[src/rtl/sn74161_if.sv]
// Signal bundle for the SN74161 counter: chip clock, load/enable controls,
// parallel data in, counter and ripple-carry outputs.
interface sn74161_if;
    logic CLK;
    logic LOAD_N;
    logic ENP;
    logic ENT;
    logic A;
    logic B;
    logic C;
    logic D;
    logic QA;
    logic QB;
    logic QC;
    logic QD;
    logic RCO;

    modport master (
        output CLK, LOAD_N, ENP, ENT, A, B, C, D,
        input  QA, QB, QC, QD, RCO
    );

    modport slave (
        input  CLK, LOAD_N, ENP, ENT, A, B, C, D,
        output QA, QB, QC, QD, RCO
    );
endinterface

[src/rtl/sn74161.sv]
// SN74161 4-bit synchronous binary counter rebuilt on a fast drive clock;
// the chip CLK is sampled as data and its rising edge is the count/load event.
module sn74161 #(
    parameter int SYNC_STAGES = 0
) (
    input  logic        CLK_DRV,
    input  logic        CLR_N,
    sn74161_if.slave    bus
);

    logic       clk_sync;
    logic       clk_prev_reg;
    logic       clk_edge;
    logic [3:0] q_reg;
    logic [3:0] q_next;

    // The CLK sampling path keeps tracking CLK while CLR_N is low, so a CLK
    // already high at clear release is not mistaken for a fresh rising edge.
    generate
        if (SYNC_STAGES == 0) begin : g_nosync
            assign clk_sync = bus.CLK;
        end else begin : g_sync
            logic [SYNC_STAGES-1:0] stage_reg;

            always_ff @(posedge CLK_DRV) begin
                stage_reg[0] <= bus.CLK;
                for (int i = 1; i < SYNC_STAGES; i++) begin
                    stage_reg[i] <= stage_reg[i-1];
                end
            end

            assign clk_sync = stage_reg[SYNC_STAGES-1];
        end
    endgenerate

    always_ff @(posedge CLK_DRV) begin
        clk_prev_reg <= clk_sync;
    end

    assign clk_edge = clk_sync & ~clk_prev_reg;

    always_comb begin
        q_next = q_reg;
        if (clk_edge) begin
            if (!bus.LOAD_N) begin
                q_next = {bus.D, bus.C, bus.B, bus.A};
            end else if (bus.ENP && bus.ENT) begin
                q_next = q_reg + 4'd1;
            end
        end
    end

    // Clear wins over a coincident edge; that edge is simply dropped.
    always_ff @(posedge CLK_DRV) begin
        if (!CLR_N) begin
            q_reg <= 4'b0000;
        end else begin
            q_reg <= q_next;
        end
    end

    assign bus.QA  = q_reg[0];
    assign bus.QB  = q_reg[1];
    assign bus.QC  = q_reg[2];
    assign bus.QD  = q_reg[3];
    assign bus.RCO = bus.ENT & (&q_reg);

endmodule
[src/flat_wrapper.sv]
// flat-port wrapper written by rule: the top's interface ports become plain ports
module sn74161_flat 
#(
    parameter int SYNC_STAGES = 0
)
  (CLK_DRV, CLR_N, bus_CLK, bus_LOAD_N, bus_ENP, bus_ENT, bus_A, bus_B, bus_C, bus_D, bus_QA, bus_QB, bus_QC, bus_QD, bus_RCO);
  sn74161_if bus_i ();
  input  logic CLK_DRV;
  input  logic CLR_N;
  input wire logic [$bits(bus_i.CLK)-1:0] bus_CLK;
  input wire logic [$bits(bus_i.LOAD_N)-1:0] bus_LOAD_N;
  input wire logic [$bits(bus_i.ENP)-1:0] bus_ENP;
  input wire logic [$bits(bus_i.ENT)-1:0] bus_ENT;
  input wire logic [$bits(bus_i.A)-1:0] bus_A;
  input wire logic [$bits(bus_i.B)-1:0] bus_B;
  input wire logic [$bits(bus_i.C)-1:0] bus_C;
  input wire logic [$bits(bus_i.D)-1:0] bus_D;
  output wire logic [$bits(bus_i.QA)-1:0] bus_QA;
  output wire logic [$bits(bus_i.QB)-1:0] bus_QB;
  output wire logic [$bits(bus_i.QC)-1:0] bus_QC;
  output wire logic [$bits(bus_i.QD)-1:0] bus_QD;
  output wire logic [$bits(bus_i.RCO)-1:0] bus_RCO;
  assign bus_i.CLK = bus_CLK;
  assign bus_i.LOAD_N = bus_LOAD_N;
  assign bus_i.ENP = bus_ENP;
  assign bus_i.ENT = bus_ENT;
  assign bus_i.A = bus_A;
  assign bus_i.B = bus_B;
  assign bus_i.C = bus_C;
  assign bus_i.D = bus_D;
  assign bus_QA = bus_i.QA;
  assign bus_QB = bus_i.QB;
  assign bus_QC = bus_i.QC;
  assign bus_QD = bus_i.QD;
  assign bus_RCO = bus_i.RCO;
  sn74161 #(.SYNC_STAGES(SYNC_STAGES)) u_core (.CLK_DRV(CLK_DRV), .CLR_N(CLR_N), .bus(bus_i));
endmodule
[config.mk]
export PLATFORM = sky130hd
export DESIGN_NAME = sn74161_flat
export DESIGN_NICKNAME = d
export VERILOG_FILES = /design/src/rtl/sn74161_if.sv /design/src/rtl/sn74161.sv /design/src/flat_wrapper.sv
export SDC_FILE = /design/constraint.sdc
export NUM_CORES = 1
export LEC_CHECK = 0
export CAP_MARGIN = 30
export CORE_AREA = 2 2 39 41
export CTS_CLUSTER_DIAMETER = 100
export DETAILED_ROUTE_END_ITERATION = 7
export DIE_AREA = 0 0 41 43
export PLACE_DENSITY = 0.58
export SLEW_MARGIN = 20
export SYNTH_ARGS = -nofsm -noshare
export SYNTH_HDL_FRONTEND = slang
export SYNTH_SLANG_ARGS = --single-unit
[constraint.sdc]
create_clock -name CLK_DRV -period 1.36 [get_ports CLK_DRV]
set_input_delay 0.34 -clock CLK_DRV [delete_from_list [all_inputs] [get_ports CLK_DRV]]
set_output_delay 0.34 -clock CLK_DRV [all_outputs]
set_load 0.1 [all_outputs]
==> results.py, run 1 <==
metrics = {
    "run": {
        "maxCapViolCount": 0,
    },
    "worst_setup_path": {
        "r2r_setup_slack_ns": 0.14,
        "r2r_end": "u_core.q_reg[2]",
        "cp-end-kind": "output pin",
        "max_stage_delay_ns": 0.35,
        "crit_family": "flip-flops",
        "path_class": "flop to output pin",
        "path_cells": "ha_4 > and4_4 > buf_12",
        "crit_start": "u_core.q_reg[1]",
        "cp.required_ns": 1.02,
        "cp-start-kind": "flop",
        "critPathBufInv": 1,
        "cp_slowest_cell": "dfxtp_4",
        "path_depth": 3,
        "arrival_ns": 1.10,
        "reg2reg_depth": 6,
        "crit_fanout": 2,
        "reg2reg_from": "u_core.q_reg[1]",
    },
    "timing": {
        "rsz0062_at_grt": "yes",
        "finClkSkew_ns": 0.0002073,
        "finalCritPeriodShare_pct": 105.6,
        "slew_viol_final": 0,
        "slew_headroom_pct": 80.84,
        "worstMarginPinSlew_ns": 0.2829,
        "hold_viol": 0,
        "fin_hold_ws_ns": 0.3010,
        "fin_crit_ns": 1.436,
        "fmax_mhz": 696.5,
        "finalSetupViolations": 1,
        "setup_slack_ns": -0.07577,
    },
    "pwr": {
        "powerDensity_mw_per_mm2": 716.7,
        "static-leakage-power_nw": 0.2644,
        "ir_worst_vdd_v": 0.0004169,
    },
    "min_path": {
        "hp-class": "input pin to flop",
        "whs_path_depth": 1,
        "min-delay-start": "bus_CLK",
        "min_to": "u_core.clk_prev_reg",
    },
    "global_route": {
        "gr-total-overflow": 0,
        "grtUsageTotal_pct": 11.17,
        "grt_first_pass_wirelength_mm": 1.324,
        "grt_max_degree": 8,
        "antenna_found_initial": 0,
        "grt_pass1_vias": 313,
    },
    "cells_and_area": {
        "final_nets": 68,
        "instances_no_fill": 72,
        "syn_to_final_growth_pct": 99.21,
        "final-seq-area_sq_um": 115.1,
        "drive_gt1_share_pct": 48.21,
        "antenna_cells": 0,
        "multiInputGateArea_sq_um": 212.7,
        "nFillCells": 130,
        "largest_reg_flops": 4,
    },
    "die": {
        "die_h_um": 43,
        "core_area_sq_mm": 0.001384,
        "ioPinCount": 15,
        "rows": 14,
        "start_util_pct": 22.78,
        "fp.dieArea_sq_mm": 0.001763,
        "die_w_um": 41,
    },
    "routing": {
        "vias": 337,
        "wl_um": 830,
        "first_pass_iters": 2,
        "drt_iter0_markers": 5,
        "routed_via_density": 4.681,
        "wl_per_cell_um": 11.53,
        "ant_nets": 0,
        "drc": 0,
    },
    "synth": {
        "ys.warnings.count": 0,
        "synth_top_area_share_pct": 31.75,
        "synth_nets": 43,
        "ys_ff_latch": 5,
        "yosys-top-cells-area": "dfxtp_1, a21boi_4, a211oi_1",
        "syn-mean-instance-area_sq_um": 9.853,
        "ys_types": 23,
        "synth_area_sq_um": 315.3,
        "yosys.area.top_type": "dfxtp_1",
        "synth_cells": 32,
        "synth-seq-area-share_pct": 31.75,
    },
    "status": {
        "status": "finished with violations",
        "failed_checks": "negative setup slack",
    },
    "clock_network": {
        "clockBufferDepth": 2,
        "ctsHoldBuffers": 0,
        "root_buffer": "clkbuf_4",
        "cts_tree": "yes",
        "cts.clk_slew.worst_paths_ns": 0.04,
        "clk_latency_ns": 0.23,
        "cts_buffers": 3,
        "htreeDepth": 1,
        "clock-sinks": 5,
    },
    "place": {
        "gp_congestion": 0.6856,
        "post-dp-hpwl_um": 606.5,
        "dp.cells": 64,
        "numPortBuffers": 14,
    },
}
[worst register-to-register path, delay by kind of cell (launching register included)]
| family | cells | cell delay (ns) |
|---|---|---|
| buf+inv | 2 | 0.20 |
| flops | 1 | 0.35 |
| fa+ha+maj | 1 | 0.13 |
| compound gates | 2 | 0.37 |
| simple gates | 1 | 0.03 |
[per-layer routing]
layer  global-route usage (%)  wire (um)
met1                    13.27        338
met2                    16.88        419
met3                    5.236         72
met4                    4.000          0
met5                        0          0
[final cells by class]
| type | count | share of cell area, % |
|---|---|---|
| Inverter | 3 | 1.793 |
| Tap cell | 16 | 3.187 |
| Sequential cell | 5 | 18.33 |
| Timing Repair Buffer | 21 | 38.65 |
| Clock buffer | 4 | 4.183 |
| Multi-Input combinational cell | 23 | 33.86 |
[cells in the final DEF, fill, tap and decap left out, drive strengths merged]
cell type / count
nand2b: 2
o21ai: 2
o311ai: 1
o31ai: 1
ha: 1
mux2i: 1
clkbuf: 4
clkdlybuf4s50: 6
a211oi: 2
buf: 12
inv: 3
a21boi: 1
dlygate4sd2: 2
o31a: 1
or2: 1
o221a: 1
or3: 1
a2bb2oi: 1
nor2b: 1
dlymetal6s2s: 1
nand2: 2
dfxtp: 5
nand3: 1
and4: 1
a21oi: 1
o32ai: 1
[logic make-up after synthesis]
family	share of synthesized area, %
AO/OA/AOI/OAI	32.54
AND/OR/NAND/NOR	21.43
flip-flops	31.75
buffers and inverters	7.142
multiplexers	3.175
adder cells (fa/ha/maj)	3.968
[stage by stage]
| stage | instance area (sq um) | TNS (ns) | util (%) | total power [W] | setup slack [ns] |
|---|---|---|---|---|---|
| 6_report | 628.1 | -0.07577 | 45.39 | 0.0004501 | -0.07577 |
| 2_1_floorplan | 345.3 | -0.1327 | - | 0.0002235 | -0.1327 |
| 3_3_place_gp | 566.8 | -1.374 | 40.96 | 0.0002840 | -0.2860 |
| 5_1_grt | 628.1 | -0.1205 | 45.39 | 0.0004825 | -0.1205 |
| 3_5_place_dp | 566.8 | -1.398 | 40.96 | 0.0002840 | -0.2936 |
| 4_1_cts | 613.1 | -0.09330 | 44.30 | 0.0004617 | -0.09330 |
[worst max path at each step]
| stage | endpoint | slack, ns |
|---|---|---|
| 2_1_floorplan | bus_RCO | -0.13 |
| 6_report | bus_RCO | -0.08 |
| 5_1_grt | bus_RCO | -0.12 |
| 4_1_cts | bus_RCO | -0.09 |
| 3_5_place_dp | u_core.q_reg[2] | -0.29 |
| 3_3_place_gp | u_core.q_reg[2] | -0.29 |
[synthesized netlist by cell type]
cell       n
a211oi_1   2
a21boi_4   1
a21oi_1    1
a2bb2oi_1  1
and4_1     1
buf_6      1
dfxtp_1    5
ha_1       1
inv_1      3
mux2i_1    1
nand2_1    2
nand2b_2   1
nand2b_4   1
nand3_1    1
nor2b_2    1
o21ai_0    2
o221a_1    1
o311ai_1   1
o31a_1     1
o31ai_1    1
o32ai_1    1
or2_4      1
or3_1      1
[power by group]
group          leakage, nW  internal, W  switching, W
clock               0.0150     0.000111     0.0000551
combinational        0.205    0.0000649     0.0000649
sequential          0.0440     0.000148    0.00000622
[what timing repair did]
| action | 4_1_cts | 5_1_grt |
|---|---|---|
| endpoints found under the setup margin | 5 | 3 |
| pin swaps | 2 | 1 |
| gates resized for setup | 2 | 2 |
| endpoints found under the hold margin | 0 | 0 |
| buffers inserted | 3 | 1 |
No activity file was read; power rests on OpenSTA's default activity.
==> inputs of run 2 (changes only) <==
Settings changed: ABC_CLOCK_PERIOD_IN_PS set to 1360.
==> results of run 2 <==
Final layout, timing and power as in run 1 (identical DEF).
